$ cat config.mk
export PLATFORM = sky130hd
export DESIGN_NAME = icache_tag_ctrl
export DESIGN_NICKNAME = d
export VERILOG_FILES = /design/src/rtl/icache_pkg.sv /design/src/rtl/icache_victim_sel.sv /design/src/rtl/icache_tag_ctrl.sv
export SDC_FILE = /design/constraint.sdc
export NUM_CORES = 1
export LEC_CHECK = 0
export CORE_MARGIN = 3
export CORE_UTILIZATION = 25
export DETAILED_ROUTE_END_ITERATION = 8
export PLACE_DENSITY_LB_ADDON = 0.2
export SLEW_MARGIN = 20
export SYNTH_ARGS = -nofsm -noshare
export SYNTH_HDL_FRONTEND = slang
export SYNTH_SLANG_ARGS = --single-unit
$ cat constraint.sdc
create_clock -name clk -period 6.4 [get_ports clk]
set_input_delay 1.28 -clock clk [delete_from_list [all_inputs] [get_ports clk]]
set_output_delay 1.28 -clock clk [all_outputs]
set_load 0.02 [all_outputs]
$ cat src/rtl/icache_pkg.sv
// rtl/icache_pkg.sv - shared geometry, tag SRAM word layout and FSM states for the icache tag controller
//
// Contents:
//   OFFSET_W / INDEX_W / TAG_W / ADDR_W : fetch address split (tag | index | offset)
//   tag_entry_t                         : one way slot {valid, tag}
//   tag_set_t                           : one SRAM word {way1, way0}
//   state_e                             : sequencing FSM states
//   fill_word()                         : SRAM write word carrying a tag in one way slot

package icache_pkg;

  localparam int OFFSET_W = 3;
  localparam int INDEX_W  = 6;
  localparam int TAG_W    = 23;
  localparam int ADDR_W   = TAG_W + INDEX_W + OFFSET_W;

  typedef struct packed {
    logic             valid;
    logic [TAG_W-1:0] tag;
  } tag_entry_t;

  typedef struct packed {
    tag_entry_t way1;
    tag_entry_t way0;
  } tag_set_t;

  typedef enum logic [1:0] {
    ST_IDLE    = 2'd0,
    ST_FILL_WR = 2'd1,
    ST_FLUSH   = 2'd2
  } state_e;

  // The slot that is not written is left at zero; the write mask keeps it untouched.
  function automatic tag_set_t fill_word(input logic way, input logic [TAG_W-1:0] tag);
    tag_set_t s;
    s = '0;
    if (way) begin
      s.way1.valid = 1'b1;
      s.way1.tag   = tag;
    end else begin
      s.way0.valid = 1'b1;
      s.way0.tag   = tag;
    end
    return s;
  endfunction

endpackage

$ cat src/rtl/icache_victim_sel.sv
// rtl/icache_victim_sel.sv - replacement way choice for a 2-way set
//
// Ports:
//   v0_i     : way0 valid bit of the set being filled
//   v1_i     : way1 valid bit of the set being filled
//   lru_i    : LRU bit of the set (names the way to evict)
//   victim_o : way to write (empty ways are used before evicting)

module icache_victim_sel
  import icache_pkg::*;
(
  input  logic v0_i,
  input  logic v1_i,
  input  logic lru_i,
  output logic victim_o
);

  always_comb begin
    if (!v0_i) begin
      victim_o = 1'b0;
    end else if (!v1_i) begin
      victim_o = 1'b1;
    end else begin
      victim_o = lru_i;
    end
  end

endmodule

$ cat src/rtl/icache_tag_ctrl.sv
// rtl/icache_tag_ctrl.sv - tag SRAM port arbiter, hit compare, LRU and victim selection for a 64-set 2-way icache
//
// Ports:
//   clk, rst_aL                          : clock, asynchronous active-low reset
//   lkp_valid/lkp_addr/lkp_ready         : fetch lookup request handshake
//   rsp_valid/rsp_hit/rsp_way            : lookup result, one cycle after acceptance
//   fill_valid/fill_addr/fill_ready      : miss fill request handshake
//   fill_done/fill_way                   : pulse when the fill tag is written, and the way used
//   flush_req/flush_busy                 : level invalidate-all request, sweep in progress
//   sram_csb/web/wmask/addr/din          : tag SRAM command, driven combinationally
//   sram_dout                            : tag SRAM read data, valid the cycle after a read

module icache_tag_ctrl #(
  parameter int ADDR_W   = icache_pkg::ADDR_W,
  parameter int OFFSET_W = icache_pkg::OFFSET_W,
  parameter int INDEX_W  = icache_pkg::INDEX_W,
  parameter int TAG_W    = icache_pkg::TAG_W
) (
  input  logic                    clk,
  input  logic                    rst_aL,
  input  logic                    lkp_valid,
  input  logic [ADDR_W-1:0]       lkp_addr,
  output logic                    lkp_ready,
  output logic                    rsp_valid,
  output logic                    rsp_hit,
  output logic                    rsp_way,
  input  logic                    fill_valid,
  input  logic [ADDR_W-1:0]       fill_addr,
  output logic                    fill_ready,
  output logic                    fill_done,
  output logic                    fill_way,
  input  logic                    flush_req,
  output logic                    flush_busy,
  output logic                    sram_csb,
  output logic                    sram_web,
  output logic [1:0]              sram_wmask,
  output logic [INDEX_W-1:0]      sram_addr,
  output logic [2*(TAG_W+1)-1:0]  sram_din,
  input  logic [2*(TAG_W+1)-1:0]  sram_dout
);
  import icache_pkg::*;

  state_e                  state_q;
  logic [INDEX_W-1:0]      lkp_idx_q;
  logic [TAG_W-1:0]        lkp_tag_q;
  logic [INDEX_W-1:0]      fill_idx_q;
  logic [TAG_W-1:0]        fill_tag_q;
  logic [INDEX_W-1:0]      flush_cnt_q;
  logic                    rsp_pend_q;
  logic [(1<<INDEX_W)-1:0] lru_q;

  tag_set_t rd_set;
  logic     hit0, hit1;
  logic     in_idle, in_fill_wr, in_flush;
  logic     fill_take, lkp_take;
  logic     victim;
  logic     unused_offset_bits;

  assign unused_offset_bits = ^{lkp_addr[OFFSET_W-1:0], fill_addr[OFFSET_W-1:0]};

  assign rd_set = tag_set_t'(sram_dout);

  // IDLE is qualified with reset so the handshakes and the SRAM command read
  // their reset values for as long as rst_aL is held, whatever the inputs do.
  assign in_idle    = rst_aL && (state_q == ST_IDLE);
  assign in_fill_wr = (state_q == ST_FILL_WR);
  assign in_flush   = (state_q == ST_FLUSH);

  // Priority in IDLE: flush, then fill, then lookup.
  assign fill_take  = in_idle && !flush_req && fill_valid;
  assign lkp_ready  = in_idle && !flush_req && !fill_valid;
  assign fill_ready = fill_take;
  assign lkp_take   = lkp_ready && lkp_valid;

  assign hit0 = rd_set.way0.valid && (rd_set.way0.tag == lkp_tag_q);
  assign hit1 = rd_set.way1.valid && (rd_set.way1.tag == lkp_tag_q);

  assign rsp_valid = rsp_pend_q;
  assign rsp_hit   = rsp_pend_q && (hit0 || hit1);
  assign rsp_way   = rsp_pend_q && hit1;

  // During FILL_WR sram_dout still holds the set read in the fill-accept cycle.
  icache_victim_sel u_victim_sel (
    .v0_i     (rd_set.way0.valid),
    .v1_i     (rd_set.way1.valid),
    .lru_i    (lru_q[fill_idx_q]),
    .victim_o (victim)
  );

  assign fill_done  = in_fill_wr;
  assign fill_way   = in_fill_wr && victim;
  assign flush_busy = in_flush;

  always_comb begin
    sram_csb   = 1'b1;
    sram_web   = 1'b1;
    sram_wmask = 2'b00;
    sram_addr  = '0;
    sram_din   = '0;
    if (fill_take) begin
      sram_csb  = 1'b0;
      sram_addr = fill_addr[OFFSET_W +: INDEX_W];
    end else if (lkp_take) begin
      sram_csb  = 1'b0;
      sram_addr = lkp_addr[OFFSET_W +: INDEX_W];
    end else if (in_fill_wr) begin
      sram_csb   = 1'b0;
      sram_web   = 1'b0;
      sram_wmask = victim ? 2'b10 : 2'b01;
      sram_addr  = fill_idx_q;
      sram_din   = fill_word(victim, fill_tag_q);
    end else if (in_flush) begin
      sram_csb   = 1'b0;
      sram_web   = 1'b0;
      sram_wmask = 2'b11;
      sram_addr  = flush_cnt_q;
    end
  end

  always_ff @(posedge clk or negedge rst_aL) begin
    if (!rst_aL) begin
      state_q     <= ST_IDLE;
      lkp_idx_q   <= '0;
      lkp_tag_q   <= '0;
      fill_idx_q  <= '0;
      fill_tag_q  <= '0;
      flush_cnt_q <= '0;
      rsp_pend_q  <= 1'b0;
      lru_q       <= '0;
    end else begin
      rsp_pend_q <= lkp_take;
      if (lkp_take) begin
        lkp_idx_q <= lkp_addr[OFFSET_W +: INDEX_W];
        lkp_tag_q <= lkp_addr[ADDR_W-1 -: TAG_W];
      end
      // LRU names the way to evict next, so a hit points it at the other way.
      if (rsp_pend_q && (hit0 || hit1)) begin
        lru_q[lkp_idx_q] <= ~hit1;
      end
      case (state_q)
        ST_IDLE: begin
          if (flush_req) begin
            state_q <= ST_FLUSH;
            // Placed after the hit update so the clear wins on the same edge.
            lru_q   <= '0;
          end else if (fill_valid) begin
            state_q    <= ST_FILL_WR;
            fill_idx_q <= fill_addr[OFFSET_W +: INDEX_W];
            fill_tag_q <= fill_addr[ADDR_W-1 -: TAG_W];
          end
        end
        ST_FILL_WR: begin
          lru_q[fill_idx_q] <= ~victim;
          state_q           <= ST_IDLE;
        end
        ST_FLUSH: begin
          flush_cnt_q <= flush_cnt_q + 1'b1;
          if (flush_cnt_q == '1) begin
            state_q <= ST_IDLE;
          end
        end
        default: state_q <= ST_IDLE;
      endcase
    end
  end

  // A set holding the same tag in both ways is a fill-side bug upstream.
  a_no_double_hit : assert property (@(posedge clk) disable iff (!rst_aL) rsp_pend_q |-> !(hit0 && hit1));

endmodule

# Word-level counts from Yosys, hierarchy flattened
# Index checks and enable logic that the tools add are counted.
[totals] regBits=131 input_bits=117 output_inout_bits=66 wordCells=78
[op_classes] n_addsub=1 n_lt_le_gt_ge=4 eq_ne=7 n_mux=37 bitwise=3 reduce_logical=18
[ops] operator="$mux 48" count=3
[ops] operator="$bwmux 64" count=2
[ops] operator="$mux 64" count=2
[ops] operator="$pmux 64 s2" count=1
[ops] operator="$mux 24" count=2
[ops] operator="$eq 23x23->1" count=2
[ops] operator="$mux 6" count=4
[ops] operator="$mux 2" count=8
[ops] operator="$lt 6x7->1 const B" count=2
[ops] operator="$demux 1 s6" count=2
[ops] operator="$ge 6x1->1 const B" count=2
[ops] operator="$logic_and 1x1->1" count=12
[ops] operator="$mux 1" count=11
[ops] operator="$add 6x1->6 const B" count=1
[ops] operator="$bmux 1 s6" count=1
[ops] operator="$eq 6x6->1 const B" count=1
[ops] operator="$pmux 2 s2" count=1
[ops] operator="$ne 3x3->1 const B" count=1
[ops] operator="$not 1->1" count=3
[ops] operator="$reduce_and 3->1" count=1
[ops] operator="$eq 2x1->1 const B" count=1
[ops] operator="$eq 2x2->1 const B" count=1
[ops] operator="$logic_not 1->1" count=2
[ops] operator="$logic_not 2->1" count=1
[ops] operator="3 further kinds" count=3

# Depth between registers and ports, before layout
# Gate-level depths: netlist of the first run.
[depth] ltp_word=8 mapped_depth=12

# By module
# Synthesis of the first run repeated with hierarchy kept, for this count alone.
[hier_totals] cells_unflattened=993 hier_area_um2=8475.6
[modules_own_cells] mod="icache_tag_ctrl" instances=1 cells_per_inst=991 area_per_inst_um2=8464.4 seq_area_each_um2=3278.1
[modules_own_cells] mod="icache_victim_sel" instances=1 cells_per_inst=2 area_per_inst_um2=11.3 seq_area_each_um2=0.0

# Worst setup path before layout of the first run
# No wires, ideal clock.
[synth_timing] path_kind="input -> output" from="input port flush_req" to="output port sram_addr[1]" arrival_time_ps=3374 path_slack_ps=1746 cell_stages=9 path_buffers=2 path_cell_list="nand2b_1 nor3_1 and2_1 clkbuf_1 nor2_1 and3_1 clkbuf_1 a222oi_1 nand2_1"
[synth_via] elab_chain_cells=6
[synth_lines] item="from (decl)" line_no="icache_tag_ctrl.sv:32" text="input logic flush_req,"
[synth_lines] item="$logic_not 1->1" line_no="icache_tag_ctrl.sv:71" text="assign lkp_ready = in_idle && !flush_req && !fill_valid;"
[synth_lines] item="$logic_and 1x1->1 (2 in series)" line_no="icache_tag_ctrl.sv:71"
[synth_lines] item="via lkp_ready" line_no="icache_tag_ctrl.sv:23" text="output logic lkp_ready,"
[synth_lines] item="$logic_and 1x1->1" line_no="icache_tag_ctrl.sv:73" text="assign lkp_take = lkp_ready && lkp_valid;"
[synth_lines] item="$mux 6" line_no="icache_tag_ctrl.sv:103" text="end else if (lkp_take) begin"
[synth_lines] item="$mux 6" line_no="icache_tag_ctrl.sv:100" text="if (fill_take) begin"
[synth_lines] item="to (decl)" line_no="icache_tag_ctrl.sv:37" text="output logic [INDEX_W-1:0] sram_addr,"
# The timed path passes the listed nets, and every way through them passes these cells.

# Worst setup path in the final report of the first run
[layout_timing] from="input port flush_req" to="output port sram_din[36]"
[layout_via] elab_chain_cells=6
[layout_lines] item="$logic_not 1->1 (*)" line_no="icache_tag_ctrl.sv:70, icache_tag_ctrl.sv:71"
[layout_lines] item="$logic_and 1x1->1 (*)" line_no="icache_tag_ctrl.sv:70, icache_tag_ctrl.sv:71"
[layout_lines] item="$logic_and 1x1->1" line_no="icache_tag_ctrl.sv:71"
[layout_lines] item="$logic_and 1x1->1" line_no="icache_tag_ctrl.sv:73"
[layout_lines] item="$mux 48" line_no="icache_tag_ctrl.sv:103"
[layout_lines] item="$mux 48 (*)" line_no="icache_tag_ctrl.sv:100"
[layout_lines] item="to (decl)" line_no="icache_tag_ctrl.sv:38" text="output logic [2*(TAG_W+1)-1:0] sram_din,"
# Mark *: on every way between the ends. The rest lies on a longest branch, timed or not.

==> results of run 1 <==
-- worst reg2reg max path: stages, from the launching register on --
cell      delay (ps)
dfrtp_1          410
xnor2_1          240
nand4_1          120
nor4_1           660
a32oi_2          100
buf_4            280
clkinv_1         100
buf_4            340
and3_1           660
a32o_1           290
o22ai_1           80
-- stage by stage --
stage               worst slack, ps  area (µm²)  hold WS [ps]
finish                          897       11100           515
global route                    710       11100           536
CTS                             867       11100           514
detailed placement              878       10500           493
global placement                895       10500           499
floorplan                      1750        8290           464
-- Yosys cell counts (all sizes together) (11+ instances only) --
library cell	n	share of area [%]
mux2i	36	4.3
a21oi	40	2.4
nand3	25	1.5
dfrtp	131	40
and3	54	4.1
nand2b	11	0.83
o21ai	25	1.5
clkbuf	58	2.6
nor3	17	1.0
a32o	14	1.7
nand2	62	3.1
buf	18	1.4
xnor2	47	5.0
o22ai	60	4.8
nand4	24	1.8
nor2	59	2.7
mux2	60	8.2
-- sequential cells by signal (all words and copies together), names as in the netlist --
| signal | count |
|---|---|
| rsp_valid | 1 |
| state_q | 2 |
| lkp_idx_q | 6 |
| lru_q | 64 |
| flush_cnt_q | 6 |
| fill_tag_q | 23 |
| fill_idx_q | 6 |
| lkp_tag_q | 23 |
-- cell usage in the layout, fill, tap and decap left out, types with 11 or more instances in the layout --
| master | count |
|---|---|
| clkbuf_16 | 17 |
| buf_4 | 24 |
| nand3_1 | 25 |
| clkdlybuf4s50_1 | 175 |
| nand4_1 | 24 |
| mux2_2 | 59 |
| o21ai_0 | 19 |
| o22ai_1 | 56 |
| xnor2_1 | 47 |
| nor2_1 | 58 |
| nand2b_1 | 11 |
| mux2i_1 | 35 |
| a21oi_1 | 39 |
| dfrtp_1 | 131 |
| nand2_1 | 59 |
| nor3_1 | 16 |
| a32o_1 | 14 |
| and3_1 | 54 |
-- power by group through the flow --
stage          logic, mW  clock network (mW)  registers, mW
2_1_floorplan     0.0171                   0          0.844
3_5_place_dp       0.114                   0          0.843
5_1_grt            0.122                1.06          0.828
6_report           0.112                1.01          0.828
4_1_cts            0.115                1.03          0.828
3_3_place_gp       0.114                   0          0.843
-- how the worst max path moves through the flow --
stage                   start      endpoint  slack (ps)  cells after the start
floorplan           flush_req  sram_addr[1]        1750                      9
global placement    flush_req  sram_din[34]         890                      9
detailed placement  flush_req  sram_din[36]         880                      9
CTS                 flush_req  sram_din[36]         870                      9
global route        flush_req  sram_din[33]         710                      9
finish              flush_req  sram_din[36]         900                      9
-- final cells by class --
class	count	area, µm²
Clock buffer	22	474
Sequential cell	131	3280
Tap cell	442	553
Multi-Input combinational cell	656	4670
Timing Repair Buffer	201	1960
Fill cell	3399	21500
Inverter	10	37.5
Clock inverter	10	123
-- routing by layer --
metal / vias to the layer above / wire length [µm] / GRT usage [%]
met1: 3834 / 14300 / 25.3
met5: - / 0 / 0
met4: 0 / 580 / 4.96
met2: 396 / 14400 / 26.9
met3: 43 / 3140 / 6.00
li1: 3533 / - / -
-- kinds of logic after synthesis --
group                    after synthesis  share of synthesized area, %
AND/OR/NAND/NOR                      309                          20.1
buffers and inverters                 86                          4.48
flip-flops                           131                          39.5
adder cells (fa/ha/maj)                4                         0.604
XOR/XNOR                              51                          5.39
multiplexers                         102                          14.2
AO/OA/AOI/OAI                        190                          15.8
==> tab_implementation.tex, run 1 <==
\begin{tabular}{lr}
\hline
Metric & Value \\
\hline
\multicolumn{2}{l}{\textbf{Yosys}} \\
\quad Number of instances in the synthesized netlist & 873 \\
\quad Count of different cell masters after synthesis & 62 \\
\quad Ys Warns & 0 \\
\quad Number of storage elements in the synthesis netlist & 131 \\
\quad Post-synth EDFFs & 0 \\
\quad Number of nets in the synthesized netlist & 994 \\
\quad Summed instance area of the synthesized netlist & 8290 µm² \\
\quad Avg Inst Size Synth & 9.50 µm² \\
\quad Most used flip-flop cell after synthesis & dfrtp\_1 \\
\quad Share of synthesized area occupied by flip-flops and latches & 39.5\% \\
\quad Synth async-reset ratio & 100\% \\
\multicolumn{2}{l}{\textbf{Worst setup path}} \\
\quad Number of buffers and inverters on the critical path & 3 \\
\quad Critical-path cell list & clkdlybuf4s50\_1 -> nand2b\_1 -> nor3\_1 -> and2\_2 -> or2\_2 -> nor2\_1 -> buf\_4 -> and3\_1 -> clkdlybuf4s50\_1 \\
\quad Kind of critical path & input pin to primary output \\
\quad CP Data Arrival Time & 4220 ps \\
\quad Worst-path cell with the longest stage delay & clkdlybuf4s50\_1 \\
\quad WP data required & 5120 ps \\
\quad Launch point of the worst reg-to-reg path & lkp\_tag\_q[14] \\
\quad Most common cell on crit path & clkdlybuf4s50\_1 \\
\quad Top fanout value on the critical path & 13 \\
\quad Reg-to-Reg End & lru\_q[46] \\
\quad Startpoint Class & input pin \\
\quad Kind of capture point of the worst setup path & primary output \\
\quad R2R depth & 10 \\
\quad Cell class contributing the biggest share of worst-path delay & simple AND/OR/NAND/NOR gates \\
\quad Stage delay of the slowest cell on the critical path & 630 ps \\
\quad Worst R2R Setup Slack & 2960 ps \\
\multicolumn{2}{l}{\textbf{Hold path}} \\
\quad Cell depth of the worst min-delay path & 1 \\
\quad Worst Hold Path EP & fill\_tag\_q[14] \\
\quad Worst Min Path Start & fill\_tag\_q[14] \\
\quad Min-Delay Path Class & register to register \\
\multicolumn{2}{l}{\textbf{Floorplanning}} \\
\quad Starting utilization of the core area & 25.4\% \\
\quad Core ar. & 32600 µm² \\
\quad Die area & 35400 µm² \\
\quad Row count & 66 \\
\quad Chip height & 188 µm \\
\quad I/O pins & 183 \\
\quad Horizontal extent of the die & 188 µm \\
\multicolumn{2}{l}{\textbf{Drt}} \\
\quad Remaining number of nets flagged by the antenna check after routing & 0 \\
\quad Final wirelength & 32500 µm \\
\quad Via Count & 7806 \\
\quad Per-cell routed wire length & 22.1 µm \\
\quad DR pass1 iterations & 5 \\
\quad Detailed-route vias per instance & 5.30 \\
\quad Residual DRC count & 0 \\
\quad Initial detailed-routing violation count & 856 \\
\multicolumn{2}{l}{\textbf{Power}} \\
\quad Maximum VDD drop & 0.000170 V \\
\quad Part of the total power dissipated in sequential elements & 42.5\% \\
\quad Internal Pwr Total & 1.51 mW \\
\quad Leakage power figure & 4.69 nW \\
\quad Switching power as a share of total power & 22.7\% \\
\quad Clk network pwr share & 51.8\% \\
\quad Part of the total power dissipated in combinational logic & 5.7\% \\
\quad Total power consumption of the routed design & 1.95 mW \\
\quad Net Sw Power & 0.442 mW \\
\quad Power density normalized to cell area & 176 nW/µm² \\
\multicolumn{2}{l}{\textbf{Placed design}} \\
\quad Count of input and output buffers & 176 \\
\quad Detailed placement HPWL & 21500 µm \\
\quad Cell count after placement & 1440 \\
\quad Placer Congestion & 0.862 \\
\multicolumn{2}{l}{\textbf{Clocking}} \\
\quad Clock sink count & 131 \\
\quad Total of hold buffers inserted after clock tree synthesis & 0 \\
\quad Worst-case clock buffer depth & 2 \\
\quad Cell at the root of the clock tree & clkbuf\_16 \\
\quad Post-cts repair resize count & 0 \\
\quad Clock tree from TritonCTS & built \\
\quad Count of H-tree levels built during CTS & 4 \\
\quad Number of setup buffers added after CTS & 0 \\
\quad Clock latency on the worst-skew pair & 440 ps \\
\quad Clock transition time at the flip-flop clock pins of the worst setup and hold paths & 60 ps \\
\quad Cts bufs inserted & 17 \\
\multicolumn{2}{l}{\textbf{Global routing}} \\
\quad Number of antenna violations at the first check in global routing & 0 \\
\quad Total gr overflow & 0 \\
\quad Pin count of the biggest net entering global routing & 132 \\
\quad Global-route wire length before repair & 49500 µm \\
\quad Overall fraction of global-route tracks in use & 18.2\% \\
\quad Number of global-route vias before repair & 7823 \\
\multicolumn{2}{l}{\textbf{Cells and area}} \\
\quad Growth of design area from synthesis to finish & 33.9\% \\
\quad Final layout net count & 1138 \\
\quad Fraction of layout instances using a drive strength above 1 & 14.5\% \\
\quad Number of standard cells in the final layout excluding fillers & 1472 \\
\quad Util after Layout & 34.0\% \\
\quad Antenna diode instance count & 0 \\
\multicolumn{2}{l}{\textbf{Outcome}} \\
\quad Outcome & finished, final reports clean \\
\multicolumn{2}{l}{\textbf{Timing}} \\
\quad Setup Total Neg Slack & 0 ps \\
\quad Min Tclk post-route & 5500 ps \\
\quad Setup skew after layout & 20.9 ps \\
\quad Max-slew violations & 0 \\
\quad Final-report setup violation count & 0 \\
\quad RSZ-0062 raised after global routing & no \\
\quad Hold violation total from the final report & 0 \\
\quad Period utilisation layout & 86.0\% \\
\quad Worst slew margin relative to its limit & 12.6\% \\
\quad Upper clock frequency limit & 0.182 GHz \\
\quad Transition time at the pin with the least slew margin & 1310 ps \\
\multicolumn{2}{l}{\textbf{Flow run}} \\
\quad Total of max-cap violations & 0 \\
\hline
\end{tabular}
No activity file was read; power rests on OpenSTA's default activity.
==> run 2: changes to the inputs <==
ABC_CLOCK_PERIOD_IN_PS = 6400   (was unset)
GPL_TIMING_DRIVEN = 0   (was unset)
SKIP_LAST_GASP = 1   (was unset)
==> run 2 against run 1 <==
Sequential cell count did not move. Sequential power barely moved. Wire length rose by 4.2%. Sequential share of layout area fell by 0.50 points. Critical path depth fell by 1. Hold slack got worse by 8.1 ps. Core utilization rose by 0.59 points. Worst setup slack got worse by 710 ps. Critical path type unchanged. Via count rose by 3.1%. Combinational power barely moved. Total power rose by 4.3%.
==> tab_implementation.tex, run 2 (synthesized netlist as in run 1, its figures left out) <==
\begin{tabular}{lr}
\hline
Metric & Value \\
\hline
\multicolumn{2}{l}{\textbf{Clocking}} \\
\quad Clock transition time at the flip-flop clock pins of the worst setup and hold paths & 60 ps (about the same) \\
\quad Cell at the root of the clock tree & clkbuf\_16 (unchanged) \\
\quad Count of H-tree levels built during CTS & 4 (unchanged) \\
\quad Clock latency on the worst-skew pair & 430 ps (was 440 ps) \\
\quad Clock tree from TritonCTS & built (unchanged) \\
\quad Worst-case clock buffer depth & 2 (unchanged) \\
\quad Clock sink count & 131 (unchanged) \\
\quad Cts bufs inserted & 17 (unchanged) \\
\multicolumn{2}{l}{\textbf{Timing}} \\
\quad Final-report setup violation count & 0 (unchanged) \\
\quad Transition time at the pin with the least slew margin & 895 ps (was 1310 ps) \\
\quad Worst slew margin relative to its limit & 40.3\% (was 12.6\%) \\
\quad Upper clock frequency limit & 0.161 GHz (was 0.182 GHz) \\
\quad Hold slack & 507 ps (was 515 ps) \\
\quad Setup skew after layout & 16.5 ps (was 20.9 ps) \\
\quad Period utilisation layout & 97.1\% (was 86.0\%) \\
\quad Min Tclk post-route & 6210 ps (was 5500 ps) \\
\quad Hold violation total from the final report & 0 (unchanged) \\
\quad RSZ-0062 raised after global routing & no (unchanged) \\
\quad Max-slew violations & 0 (unchanged) \\
\multicolumn{2}{l}{\textbf{Floorplanning}} \\
\quad Row count & 66 (unchanged) \\
\quad Horizontal extent of the die & 188 µm (unchanged) \\
\quad Starting utilization of the core area & 25.4\% (unchanged) \\
\quad Die area & 35400 µm² (unchanged) \\
\quad I/O pins & 183 (unchanged) \\
\quad Chip height & 188 µm (unchanged) \\
\quad Core ar. & 32600 µm² (unchanged) \\
\multicolumn{2}{l}{\textbf{Global routing}} \\
\quad Overall fraction of global-route tracks in use & 19.0\% (was 18.2\%) \\
\quad Total gr overflow & 0 (unchanged) \\
\quad Number of antenna violations at the first check in global routing & 0 (unchanged) \\
\quad Pin count of the biggest net entering global routing & 85 (was 132) \\
\quad Number of global-route vias before repair & 8273 (was 7823) \\
\quad Global-route wire length before repair & 51700 µm (was 49500 µm) \\
\multicolumn{2}{l}{\textbf{Cells and area}} \\
\quad Most frequent cells in the layout & 175 x clkdlybuf4s50\_1, 131 x dfrtp\_1, 59 x nor2\_1, 59 x nand2\_1, 59 x mux2\_2 (was 175 x clkdlybuf4s50\_1, 131 x dfrtp\_1, 59 x nand2\_1, 59 x mux2\_2, 58 x nor2\_1) \\
\quad Final layout net count & 1190 (was 1138) \\
\quad Largest registers & lru\_q x64, fill\_tag\_q x23, lkp\_tag\_q x23 (unchanged) \\
\quad Commonest non-fill, non-tap cell in the layout & clkdlybuf4s50\_1 (unchanged) \\
\quad Largest register by flop count & lru\_q (unchanged) \\
\quad Fraction of layout instances using a drive strength above 1 & 12.6\% (was 14.5\%) \\
\quad Flip-flop count of the largest register, all copies and words added & 64 (unchanged) \\
\quad Number of standard cells in the final layout excluding fillers & 1524 (was 1472) \\
\quad Antenna diode instance count & 0 (unchanged) \\
\quad Final Cell Area & 11300 µm² (was 11100 µm²) \\
\quad Growth of design area from synthesis to finish & 36.2\% (was 33.9\%) \\
\multicolumn{2}{l}{\textbf{Hold path}} \\
\quad Cell depth of the worst min-delay path & 1 (unchanged) \\
\quad Min-Delay Path Class & register to register (unchanged) \\
\multicolumn{2}{l}{\textbf{Placed design}} \\
\quad Detailed placement HPWL & 25100 µm (was 21500 µm) \\
\quad Placer Congestion & 0.901 (was 0.862) \\
\quad Cell count after placement & 1492 (was 1440) \\
\quad Count of input and output buffers & 176 (unchanged) \\
\quad Placed cell areas & 10600 µm² (was 10500 µm²) \\
\multicolumn{2}{l}{\textbf{Drt}} \\
\quad DR pass1 iterations & 7 (was 5) \\
\quad Residual DRC count & 0 (unchanged) \\
\quad Final wirelength & 33800 µm (was 32500 µm) \\
\quad Per-cell routed wire length & 22.2 µm (was 22.1 µm) \\
\quad Remaining number of nets flagged by the antenna check after routing & 0 (unchanged) \\
\quad Detailed-route vias per instance & 5.28 (was 5.30) \\
\quad Initial detailed-routing violation count & 777 (was 856) \\
\quad Via Count & 8049 (was 7806) \\
\multicolumn{2}{l}{\textbf{Worst setup path}} \\
\quad Kind of critical path & input pin to primary output (unchanged) \\
\quad Capturing instance or port of the critical path & rsp\_hit (was sram\_din[36]) \\
\quad Worst R2R Setup Slack & 2710 ps (was 2960 ps) \\
\quad Top fanout value on the critical path & 10 (was 13) \\
\quad WP data required & 5120 ps (about the same) \\
\quad Kind of capture point of the worst setup path & primary output (unchanged) \\
\quad Worst setup startpoint & sram\_dout[35] (was flush\_req) \\
\quad CP Data Arrival Time & 4930 ps (was 4220 ps) \\
\quad R2R depth & 8 (was 10) \\
\quad Startpoint Class & input pin (unchanged) \\
\quad Launch point of the worst reg-to-reg path & lkp\_tag\_q[11] (was lkp\_tag\_q[14]) \\
\quad Reg-to-Reg End & lru\_q[44] (was lru\_q[46]) \\
\multicolumn{2}{l}{\textbf{Power}} \\
\quad Leakage power figure & 4.73 nW (was 4.69 nW) \\
\quad Maximum VDD drop & 0.000146 V (was 0.000170 V) \\
\quad Total power consumption of the routed design & 2.03 mW (was 1.95 mW) \\
\quad Power density normalized to cell area & 180 nW/µm² (was 176 nW/µm²) \\
\multicolumn{2}{l}{\textbf{Flow run}} \\
\quad Total of max-cap violations & 0 (unchanged) \\
\multicolumn{2}{l}{\textbf{Outcome}} \\
\quad Outcome & finished, final reports clean (unchanged) \\
\hline
\end{tabular}
run 2: cell count changes in the layout (fill, tap and decap cells not counted), moves of 4 or more:
cell	before	now
clkbuf_1	2	57
buf_4	24	1
buf_1	0	6
buf_2	0	6
buf_6	1	5
run 2: critical path, cell delays in order:
cell and delay (ps):
clkdlybuf4s50_1 420, xnor2_1 240, nand4_1 150, nor4_1 750
a32oi_1 440, clkinv_1 320, clkbuf_1 560, clkdlybuf4s50_1 760
run 2: stage by stage:
stage | utilization [%] | TNS [ps] | setup WS, ps
CTS | 34.6 | 0 | 176
floorplan | - | 0 | 1750
finish | 34.6 | 0 | 187
global placement | 32.5 | -564540 | -4640
global route | 34.6 | 0 | 65.2
detailed placement | 32.6 | 0 | 235
run 2: layout make-up:
type / count / area, µm²
sequential: 131 / 3280
tap: 442 / 553
clock buffer: 20 / 467
fill: 3409 / 21300
multi-input combinational: 656 / 4650
clock inverter: 12 / 176
buffer: 76 / 335
inverter: 10 / 37.5
timing repair buffer: 177 / 1790
run 2: worst min-delay path by stage:
stage | from | to
2_1_floorplan | flush_cnt_q[5] | flush_cnt_q[5]
3_3_place_gp | flush_cnt_q[4] | flush_cnt_q[4]
3_5_place_dp | flush_cnt_q[4] | flush_cnt_q[4]
4_1_cts | flush_cnt_q[4] | flush_cnt_q[4]
5_1_grt | flush_cnt_q[5] | flush_cnt_q[5]
6_report | flush_cnt_q[4] | flush_cnt_q[4]
run 2: power by group:
part           switching [mW]  total, mW  internal (mW)
sequential       0.0000000123      0.828          0.828
clock                   0.406       1.09          0.684
combinational          0.0421      0.114         0.0718
run 2: what timing repair did:
action,4_1_cts,5_1_grt
resized for setup,0,2
hold buffers,0,0
setup buffers,0,0
endpoints found under the setup margin,0,5
run 2: per-layer routing:
metal  vias to the layer above  global-route usage (%)  wire length [µm]
met1                      3921                    25.8             14700
met2                       438                    29.0             15100
met4                         0                    5.40               706
li1                       3640                       -                 -
met5                         -                       0                 0
met3                        50                    6.38              3310
